### config.mk
export PLATFORM = sky130hd
export DESIGN_NAME = fu_div_iter_flat
export DESIGN_NICKNAME = d
export VERILOG_FILES = /design/src/rtl/fu_div_iter_if.sv /design/src/rtl/fu_div_iter.sv /design/src/flat_wrapper.sv
export SDC_FILE = /design/constraint.sdc
export NUM_CORES = 1
export LEC_CHECK = 0
export CELL_PAD_IN_SITES_DETAIL_PLACEMENT = 0
export CELL_PAD_IN_SITES_GLOBAL_PLACEMENT = 1
export CORE_ASPECT_RATIO = 0.8
export CORE_MARGIN = 3
export CORE_UTILIZATION = 45
export DETAILED_ROUTE_END_ITERATION = 12
export PLACE_DENSITY_LB_ADDON = 0.3
export SYNTH_ARGS = -nofsm -noshare
export SYNTH_HDL_FRONTEND = slang
export SYNTH_SLANG_ARGS = --single-unit
### constraint.sdc
create_clock -name clk -period 11.7 [get_ports clk]
set_input_delay 2.925 -clock clk [delete_from_list [all_inputs] [get_ports clk]]
set_output_delay 2.925 -clock clk [all_outputs]
set_load 0.01 [all_outputs]
### src/rtl/fu_div_iter_if.sv
// Issue-side handshake bundle for the iterative divide unit: start request,
// operands and mode in one direction, busy/finish/result in the other.
interface fu_div_iter_if #(
    parameter int WIDTH = 32
);
    logic             EN;
    logic [1:0]       op;
    logic [WIDTH-1:0] A;
    logic [WIDTH-1:0] B;
    logic             busy;
    logic             finish;
    logic [WIDTH-1:0] res;

    modport master (
        output EN, op, A, B,
        input  busy, finish, res
    );

    modport slave (
        input  EN, op, A, B,
        output busy, finish, res
    );
endinterface

### src/rtl/fu_div_iter.sv
// Radix-2 restoring integer divider with DIV/DIVU/REM/REMU semantics and a fixed
// WIDTH+2 cycle occupancy (PREP, WIDTH CALC steps, DONE).
module fu_div_iter #(
    parameter int WIDTH = 32,
    parameter int CNT_W = $clog2(WIDTH + 1)
) (
    input  logic          clk,
    input  logic          rstn,
    fu_div_iter_if.slave  bus
);
    typedef enum logic [1:0] {
        IDLE = 2'd0,
        PREP = 2'd1,
        CALC = 2'd2,
        DONE = 2'd3
    } state_t;

    localparam logic [WIDTH-1:0] MIN_VAL  = {1'b1, {(WIDTH-1){1'b0}}};
    localparam logic [CNT_W-1:0] CNT_ONE  = CNT_W'(1);
    localparam logic [CNT_W-1:0] CNT_LAST = CNT_W'(WIDTH - 1);

    state_t state_reg;
    state_t state_next;

    logic [1:0]       op_reg;
    logic [WIDTH-1:0] a_reg;      // original dividend, needed for REM by zero
    logic [WIDTH-1:0] b_reg;      // divisor; holds |B| from PREP onward
    logic [WIDTH-1:0] q_reg;
    logic [WIDTH:0]   r_reg;
    logic [CNT_W-1:0] cnt_reg;
    logic             neg_q_reg;
    logic             neg_r_reg;
    logic             div0_reg;
    logic             ovf_reg;
    logic [WIDTH-1:0] res_reg;

    logic             signed_mode;
    logic             is_rem;
    logic             accept;
    logic [WIDTH-1:0] a_abs;
    logic [WIDTH-1:0] b_abs;
    logic [WIDTH+1:0] shift_r;
    logic [WIDTH+1:0] trial;
    logic             sub_ok;
    logic [WIDTH:0]   r_next;
    logic [WIDTH-1:0] q_next;
    logic [WIDTH-1:0] quot;
    logic [WIDTH-1:0] rem;
    logic [WIDTH-1:0] res_next;
    logic             busy;
    logic             finish;

    assign signed_mode = ~op_reg[0];
    assign is_rem      = op_reg[1];
    assign accept      = bus.EN && ((state_reg == IDLE) || (state_reg == DONE));

    assign a_abs = (signed_mode && a_reg[WIDTH-1]) ? -a_reg : a_reg;
    assign b_abs = (signed_mode && b_reg[WIDTH-1]) ? -b_reg : b_reg;

    // R carries an always-zero top bit; shifting it in keeps the trial's sign bit honest.
    assign shift_r = {r_reg, q_reg[WIDTH-1]};
    assign trial   = shift_r - {2'b00, b_reg};
    assign sub_ok  = ~trial[WIDTH+1];
    assign r_next  = sub_ok ? trial[WIDTH:0] : shift_r[WIDTH:0];
    assign q_next  = {q_reg[WIDTH-2:0], sub_ok};

    assign quot = neg_q_reg ? -q_next : q_next;
    assign rem  = neg_r_reg ? -r_next[WIDTH-1:0] : r_next[WIDTH-1:0];

    always_comb begin
        res_next = is_rem ? rem : quot;
        if (div0_reg) begin
            res_next = is_rem ? a_reg : {WIDTH{1'b1}};
        end else if (ovf_reg) begin
            res_next = is_rem ? {WIDTH{1'b0}} : MIN_VAL;
        end
    end

    always_ff @(posedge clk) begin
        if (!rstn) begin
            state_reg <= IDLE;
        end else begin
            state_reg <= state_next;
        end
    end

    always_comb begin
        state_next = state_reg;
        case (state_reg)
            IDLE: if (bus.EN) state_next = PREP;
            PREP: state_next = CALC;
            CALC: if (cnt_reg == CNT_LAST) state_next = DONE;
            DONE: state_next = bus.EN ? PREP : IDLE;
            default: state_next = IDLE;
        endcase
    end

    always_comb begin
        busy   = 1'b0;
        finish = 1'b0;
        case (state_reg)
            PREP, CALC: busy   = 1'b1;
            DONE:       finish = 1'b1;
            default: ;
        endcase
    end

    assign bus.busy   = busy;
    assign bus.finish = finish;
    assign bus.res    = res_reg;

    always_ff @(posedge clk) begin
        if (!rstn) begin
            op_reg    <= 2'b00;
            a_reg     <= '0;
            b_reg     <= '0;
            q_reg     <= '0;
            r_reg     <= '0;
            cnt_reg   <= '0;
            neg_q_reg <= 1'b0;
            neg_r_reg <= 1'b0;
            div0_reg  <= 1'b0;
            ovf_reg   <= 1'b0;
            res_reg   <= '0;
        end else begin
            if (accept) begin
                op_reg <= bus.op;
                a_reg  <= bus.A;
                b_reg  <= bus.B;
            end else if (state_reg == PREP) begin
                q_reg     <= a_abs;
                b_reg     <= b_abs;
                r_reg     <= '0;
                cnt_reg   <= '0;
                neg_r_reg <= signed_mode & a_reg[WIDTH-1];
                neg_q_reg <= signed_mode & (a_reg[WIDTH-1] ^ b_reg[WIDTH-1]);
                div0_reg  <= (b_reg == '0);
                ovf_reg   <= signed_mode && (a_reg == MIN_VAL) && (b_reg == {WIDTH{1'b1}});
            end else if (state_reg == CALC) begin
                q_reg   <= q_next;
                r_reg   <= r_next;
                cnt_reg <= cnt_reg + CNT_ONE;
                // Result is captured on the final step so it lines up with finish.
                if (cnt_reg == CNT_LAST) begin
                    res_reg <= res_next;
                end
            end
        end
    end
endmodule

### src/flat_wrapper.sv
// flat-port wrapper written by rule: the top's interface ports become plain ports
module fu_div_iter_flat 
#(
    parameter int WIDTH = 32,
    parameter int CNT_W = $clog2(WIDTH + 1)
)
  (clk, rstn, bus_EN, bus_op, bus_A, bus_B, bus_busy, bus_finish, bus_res);
  fu_div_iter_if #(.WIDTH(WIDTH)) bus_i ();
  input  logic clk;
  input  logic rstn;
  input wire logic [$bits(bus_i.EN)-1:0] bus_EN;
  input wire logic [$bits(bus_i.op)-1:0] bus_op;
  input wire logic [$bits(bus_i.A)-1:0] bus_A;
  input wire logic [$bits(bus_i.B)-1:0] bus_B;
  output wire logic [$bits(bus_i.busy)-1:0] bus_busy;
  output wire logic [$bits(bus_i.finish)-1:0] bus_finish;
  output wire logic [$bits(bus_i.res)-1:0] bus_res;
  assign bus_i.EN = bus_EN;
  assign bus_i.op = bus_op;
  assign bus_i.A = bus_A;
  assign bus_i.B = bus_B;
  assign bus_busy = bus_i.busy;
  assign bus_finish = bus_i.finish;
  assign bus_res = bus_i.res;
  fu_div_iter #(.WIDTH(WIDTH), .CNT_W(CNT_W)) u_core (.clk(clk), .rstn(rstn), .bus(bus_i));
endmodule
Yosys cells after proc, flatten, opt, wreduce, memory -nomap -nowiden
Cells that the tools add are included.
Widths: inputs -> output; s select.

operators by class
  div/mod/pow operators = 0
  bitwise operators = 7
  reduce and logical (&&, ||, !) cells = 17
  $lt $le $gt $ge = 0
  multipliers = 0
  mux-type cells = 24
  shift operators = 0
  add/sub/neg operators = 6
  eq/ne operators = 8

operators by type and width
  cell                  number
  $mux 32               13
  $neg 32->32           4
  $mux 33               3
  $eq 32x32->1 const B  2
  $sub 34x32->34        1
  $logic_not 32->1      1
  $mux 6                2
  $pmux 2 s4            1
  $reduce_and 2->1      4
  $add 6x1->6 const B   1
  $eq 6x5->1 const B    1
  $reduce_bool 2->1     3
  $logic_and 1x1->1     5
  $eq 2x2->1 const B    2
  $mux 2                2
  $not 1->1             4
  $reduce_and 4->1      1
  $mux 1                3
  $and 1x1->1           2
  $eq 2x1->1 const B    1
  $logic_not 2->1       1
  $ne 2x1->1 const B    1
  $ne 2x2->1 const B    1
  $reduce_or 2->1       1
  2 further kinds       2

word-level totals
  bits in latches = 0
  flip-flop bits (word level) = 175
  memory bits (read-only) = 0
  output and inout port bits = 34
  bits in writable memories = 0
  word-level logic and storage cells = 74
  memories kept = 0
  input port bits = 69

Longest topological paths before layout
  depth in word-level cells = 7
  depth in mapped cells = 24
  mapped depth without buffers = 20

Worst setup path after synthesis
Ideal clock, no wire load.

  kind = register to register
  start = reg u_core.b_reg[27]
  end = reg u_core.res_reg[30] (netlist: u_core.bus.res[30])
  setup time = 0.119 ns
  required time = 11.581 ns
  data arrival time = 4.844 ns
  cell stages (with the launch flop) = 24
  clock period less this slack = 4.962 ns
  buffers on the path = 4
  path slack = 6.738 ns
  path through = dfxtp_1 > inv_1 > ha_1 > clkbuf_1 > and4_1 > o21a_1 > a211o_1 > o211a_2 > inv_2 > clkbuf_1 > buf_2 > buf_1 > ha_1 > nand2b_1 > nor4_1 > nand3_1 > o41ai_1 > nand2_1 > xnor2_1 > nor3_1 > o22ai_1 > o311a_1 > o221ai_1 > o221a_1

between the ends
  cells in the longest elaborated chain, start to end = 7
  elaborated cells between the ends (all ways) = 10
  classes of those cells = add/sub: 3; mux: 6; bitwise: 1

ends and longest elaborated chain
  element                                      RTL line                              text
  start: declaration                           fu_div_iter.sv:27                     logic [WIDTH-1:0] b_reg;
  start signal: assignment                     fu_div_iter.sv:129                    b_reg <= bus.B;
  start signal: assignment                     fu_div_iter.sv:132                    b_reg <= b_abs;
  $sub 34x32->34 (*)                           fu_div_iter.sv:62                     assign trial = shift_r - {2'b00, b_reg};
  $mux 33 / $not 1->1 (equally long branches)  fu_div_iter.sv:64, fu_div_iter.sv:63
  $neg 32->32, on equally long branches        fu_div_iter.sv:68, fu_div_iter.sv:67
  $mux 32, on equally long branches            fu_div_iter.sv:68, fu_div_iter.sv:67
  $mux 32 (*)                                  fu_div_iter.sv:71                     res_next = is_rem ? rem : quot;
  $mux 32 (*)                                  fu_div_iter.sv:74                     end else if (ovf_reg) begin
  $mux 32 (*)                                  fu_div_iter.sv:72                     if (div0_reg) begin
  end signal: assignment                       fu_div_iter.sv:145                    res_reg <= res_next;
  end: declaration                             fu_div_iter.sv:35                     logic [WIDTH-1:0] res_reg;

Mark *: on every way between the ends. The rest lies on a longest branch, timed or not.
A chain may end at the register's enable or synchronous reset.

Final worst setup path
  start = reg u_core.b_reg[12]
  end = reg u_core.res_reg[30] (netlist: u_core.bus.res[30])

The elaborated chain is that of the path after synthesis.

==> impl_metrics.yaml <==
run_status:
  status: "finished clean"
yosys:
  async_flop_share_pct: 0
  ys_seq_area_share_pct: 27.0
  yosysTopAreaCellShare_pct: 27.0
  synth.distinct_cells: 89
  syn-instance-count: 1749
  synth_area_leaders: "dfxtp_1 (27%), a21oi_1 (6.5%), xnor2_1 (5.6%), nand2_1 (5.5%), ha_1 (4.1%)"
  synth.avg_cell_area_um2: 7.42
  synth-edff-count: 0
  yosys.area.top_type: "dfxtp_1"
  yosys_warnings: 0
  synth_area_mm2: 0.0130
  ys_ff_latch: 175
  synthTopCellsByCount: "nand2_1 (191), dfxtp_1 (175), a21oi_1 (168)"
  synth-main-ff-cell: "dfxtp_1"
  syn_nets: 1862
  yosysMostFrequentCell: "nand2_1"
timing:
  worst_slack_ns: 5.71
  period_needed_ns: 5.99
  tightest_slew_ns: 1.16
  hold_viol_final: 0
  grt_setup_unrepaired: "false"
  slew_headroom_pct: 22.5
  fin_setup_tns_ns: 0
  finClkSkew_ns: 0.0131
  period_share_pct: 51.2
  fmax_mhz: 167
  finalMaxSlewViolations: 0
  finalSetupViolCount: 0
worst_setup_path:
  r2r_end: "u_core.bus.res[30]"
  path_max_fanout: 48
  cp_common_cell: "ha_1"
  endpoint: "u_core.bus.res[30]"
  critPathLaunchType: "flip-flop"
  cp.depth: 21
  critical_path_buf_inv_count: 3
  slowest_delay_ns: 0.60
  r2r_slack_ns: 5.71
  path_delay_family: "compound AO/OA/AOI/OAI gates"
  worstPathArrival_ns: 6.33
  cp_cell_sequence: "inv_1 > ha_1 > a21oi_1 > o211ai_1 > a21boi_1 > a31oi_1 > o211a_2 > buf_4 > inv_2 > ha_1 > nand2b_1 > nor4_1 > nand3_1 > o41ai_1 > nand2_1 > xnor2_1 > nor3_1 > o22ai_1 > o311a_1 > o221ai_1 > o221a_1"
  worstPathRequired_ns: 12.03
  cp-end-kind: "flip-flop"
  reg2regPathDepth: 21
  r2r_start: "u_core.b_reg[12]"
  critPathKind: "flip-flop to flip-flop"
  critPathLaunch: "u_core.b_reg[12]"
  crit_path_top_delay_cell: "nor4_1"
final_layout:
  syn_to_final_growth_pct: 13.7
  largest_reg_flops: 33
  drive_gt1_share_pct: 5.04
  fin_nets: 1886
  diodes: 0
clock_tree:
  cts-htree-levels: 4
  cts_root_buf: "clkbuf_16"
  clk_pin_slew_worst_paths_ns: 0.08
  post_cts_buffers: 0
  clk-insertion-delay-late_ns: 0.45
  cts_inserted_buffers: 17
  cts_tree: "yes"
  cts-hold-fix-buffers: 0
  ctsResizeCount: 0
  clock_path_buffers: 2
  clkSinkCount: 175
global_route:
  first_global_vias: 11900
  grt_util_all_layers_pct: 28.3
  grt_max_degree: 100
  gr-total-overflow: 0
  antenna_found_initial: 2
  grt_pass1_wl_um: 69200
floorplan:
  fp-row-count: 54
  die_h_um: 158
  die_area_mm2: 0.0309
  die_w_um: 196
  core_mm2: 0.0278
  io-pin-count: 103
  initial_utilization_pct: 46.6
routing:
  finalWirelength_um: 44500
  wl_per_cell_um: 20.7
  drt_iter0_markers: 1537
  drc: 0
  vias: 13300
  antenna_left: 0
  firstDrtPassIters: 7
  avgViaCountPerCell: 6.16
min_path:
  worstHoldStart: "u_core.a_reg[10]"
  hp-class: "flip-flop to flip-flop"
  min_path_cells: 2
flow_run:
  max_cap_viol_count: 0
place:
  routabilityCongestion: 0.960
  dp_hpwl_um: 33000
  port_buffers: 102
  detailedPlace.worstSlack_ns: 5.86
[layout by cell type, fill, tap and decap left out, drive strengths merged, types with 7 or more instances in the layout]
cell type,Yosys,routed
a211o,8,8
a211oi,31,31
a21boi,7,7
a21o,8,8
a21oi,172,172
a311oi,11,11
a31oi,32,32
and2,34,34
and3,9,9
buf,31,18
clkbuf,83,18
clkdlybuf4s50,0,101
dfxtp,175,175
ha,43,43
inv,87,95
mux2i,54,54
nand2,192,192
nand2b,9,9
nand3,24,24
nand4,28,28
nor2,140,140
nor2b,50,50
nor3,45,45
nor4,20,20
o211ai,16,16
o21a,7,7
o21ai,111,111
o22ai,39,39
o31ai,19,19
o41ai,16,16
or3,23,23
or4,7,7
xnor2,83,83
xor2,46,46
[layout make-up]
cell class / count / area [um^2]
Multi-Input combinational cell: 1372 / 8700
Inverter: 88 / 330
Sequential cell: 175 / 3500
Clock buffer: 18 / 439
Timing Repair Buffer: 119 / 1140
Clock inverter: 14 / 181
Fill cell: 2739 / 13100
Tap cell: 364 / 455
[worst min path at each step]
stage / endpoint / slack (ns)
after floorplan: u_core.a_reg[10] / 0.45
after global placement: u_core.cnt_reg[5] / 0.47
after detailed placement: u_core.a_reg[10] / 0.47
after CTS: u_core.a_reg[10] / 0.48
after global routing: u_core.a_reg[10] / 0.50
final: u_core.a_reg[10] / 0.48
[per-layer routing]
metal / track usage, % / share of wire, % / up-vias / routed length (um)
li1: - / - / 6332 / -
met1: 43.8 / 49 / 6289 / 21600
met2: 39.9 / 41 / 589 / 18000
met3: 5.89 / 9.6 / 43 / 4250
met4: 6.07 / 1.4 / 0 / 621
met5: 0 / 0 / - / 0
[cell families after synthesis]
logic type | Yosys count | share of synthesized area [%]
buffers and inverters | 202 | 6.17
multiplexers | 57 | 4.46
adder cells (fa/ha/maj) | 44 | 4.30
flip-flops | 175 | 27.0
XOR/XNOR | 129 | 8.71
AO/OA/AOI/OAI | 535 | 26.6
AND/OR/NAND/NOR | 607 | 22.8
[worst reg2reg max path, delay by kind of cell, from the launching register on]
family / cells / cell delay (ns)
AO/OA/AOI/OAI: 10 / 2.55
XOR/XNOR: 1 / 0.16
adder cells (fa/ha/maj): 2 / 0.71
buffers and inverters: 3 / 1.01
flip-flops: 1 / 0.36
AND/OR/NAND/NOR: 5 / 1.05
[per-stage QoR]
step | util [%] | hold slack (ns) | cells | area [um^2]
6_report | 53.0 | 0.485 | 2150 | 14800
5_1_grt | 53.0 | 0.503 | 2150 | 14800
4_1_cts | 53.0 | 0.484 | 2150 | 14800
3_5_place_dp | 50.8 | 0.472 | 2118 | 14100
3_3_place_gp | 50.8 | 0.468 | 2118 | 14100
2_1_floorplan | - | 0.449 | 1749 | 13000
Power is not shown: default switching activity piles up to over one toggle a cycle in this logic, so the estimate is an artifact.
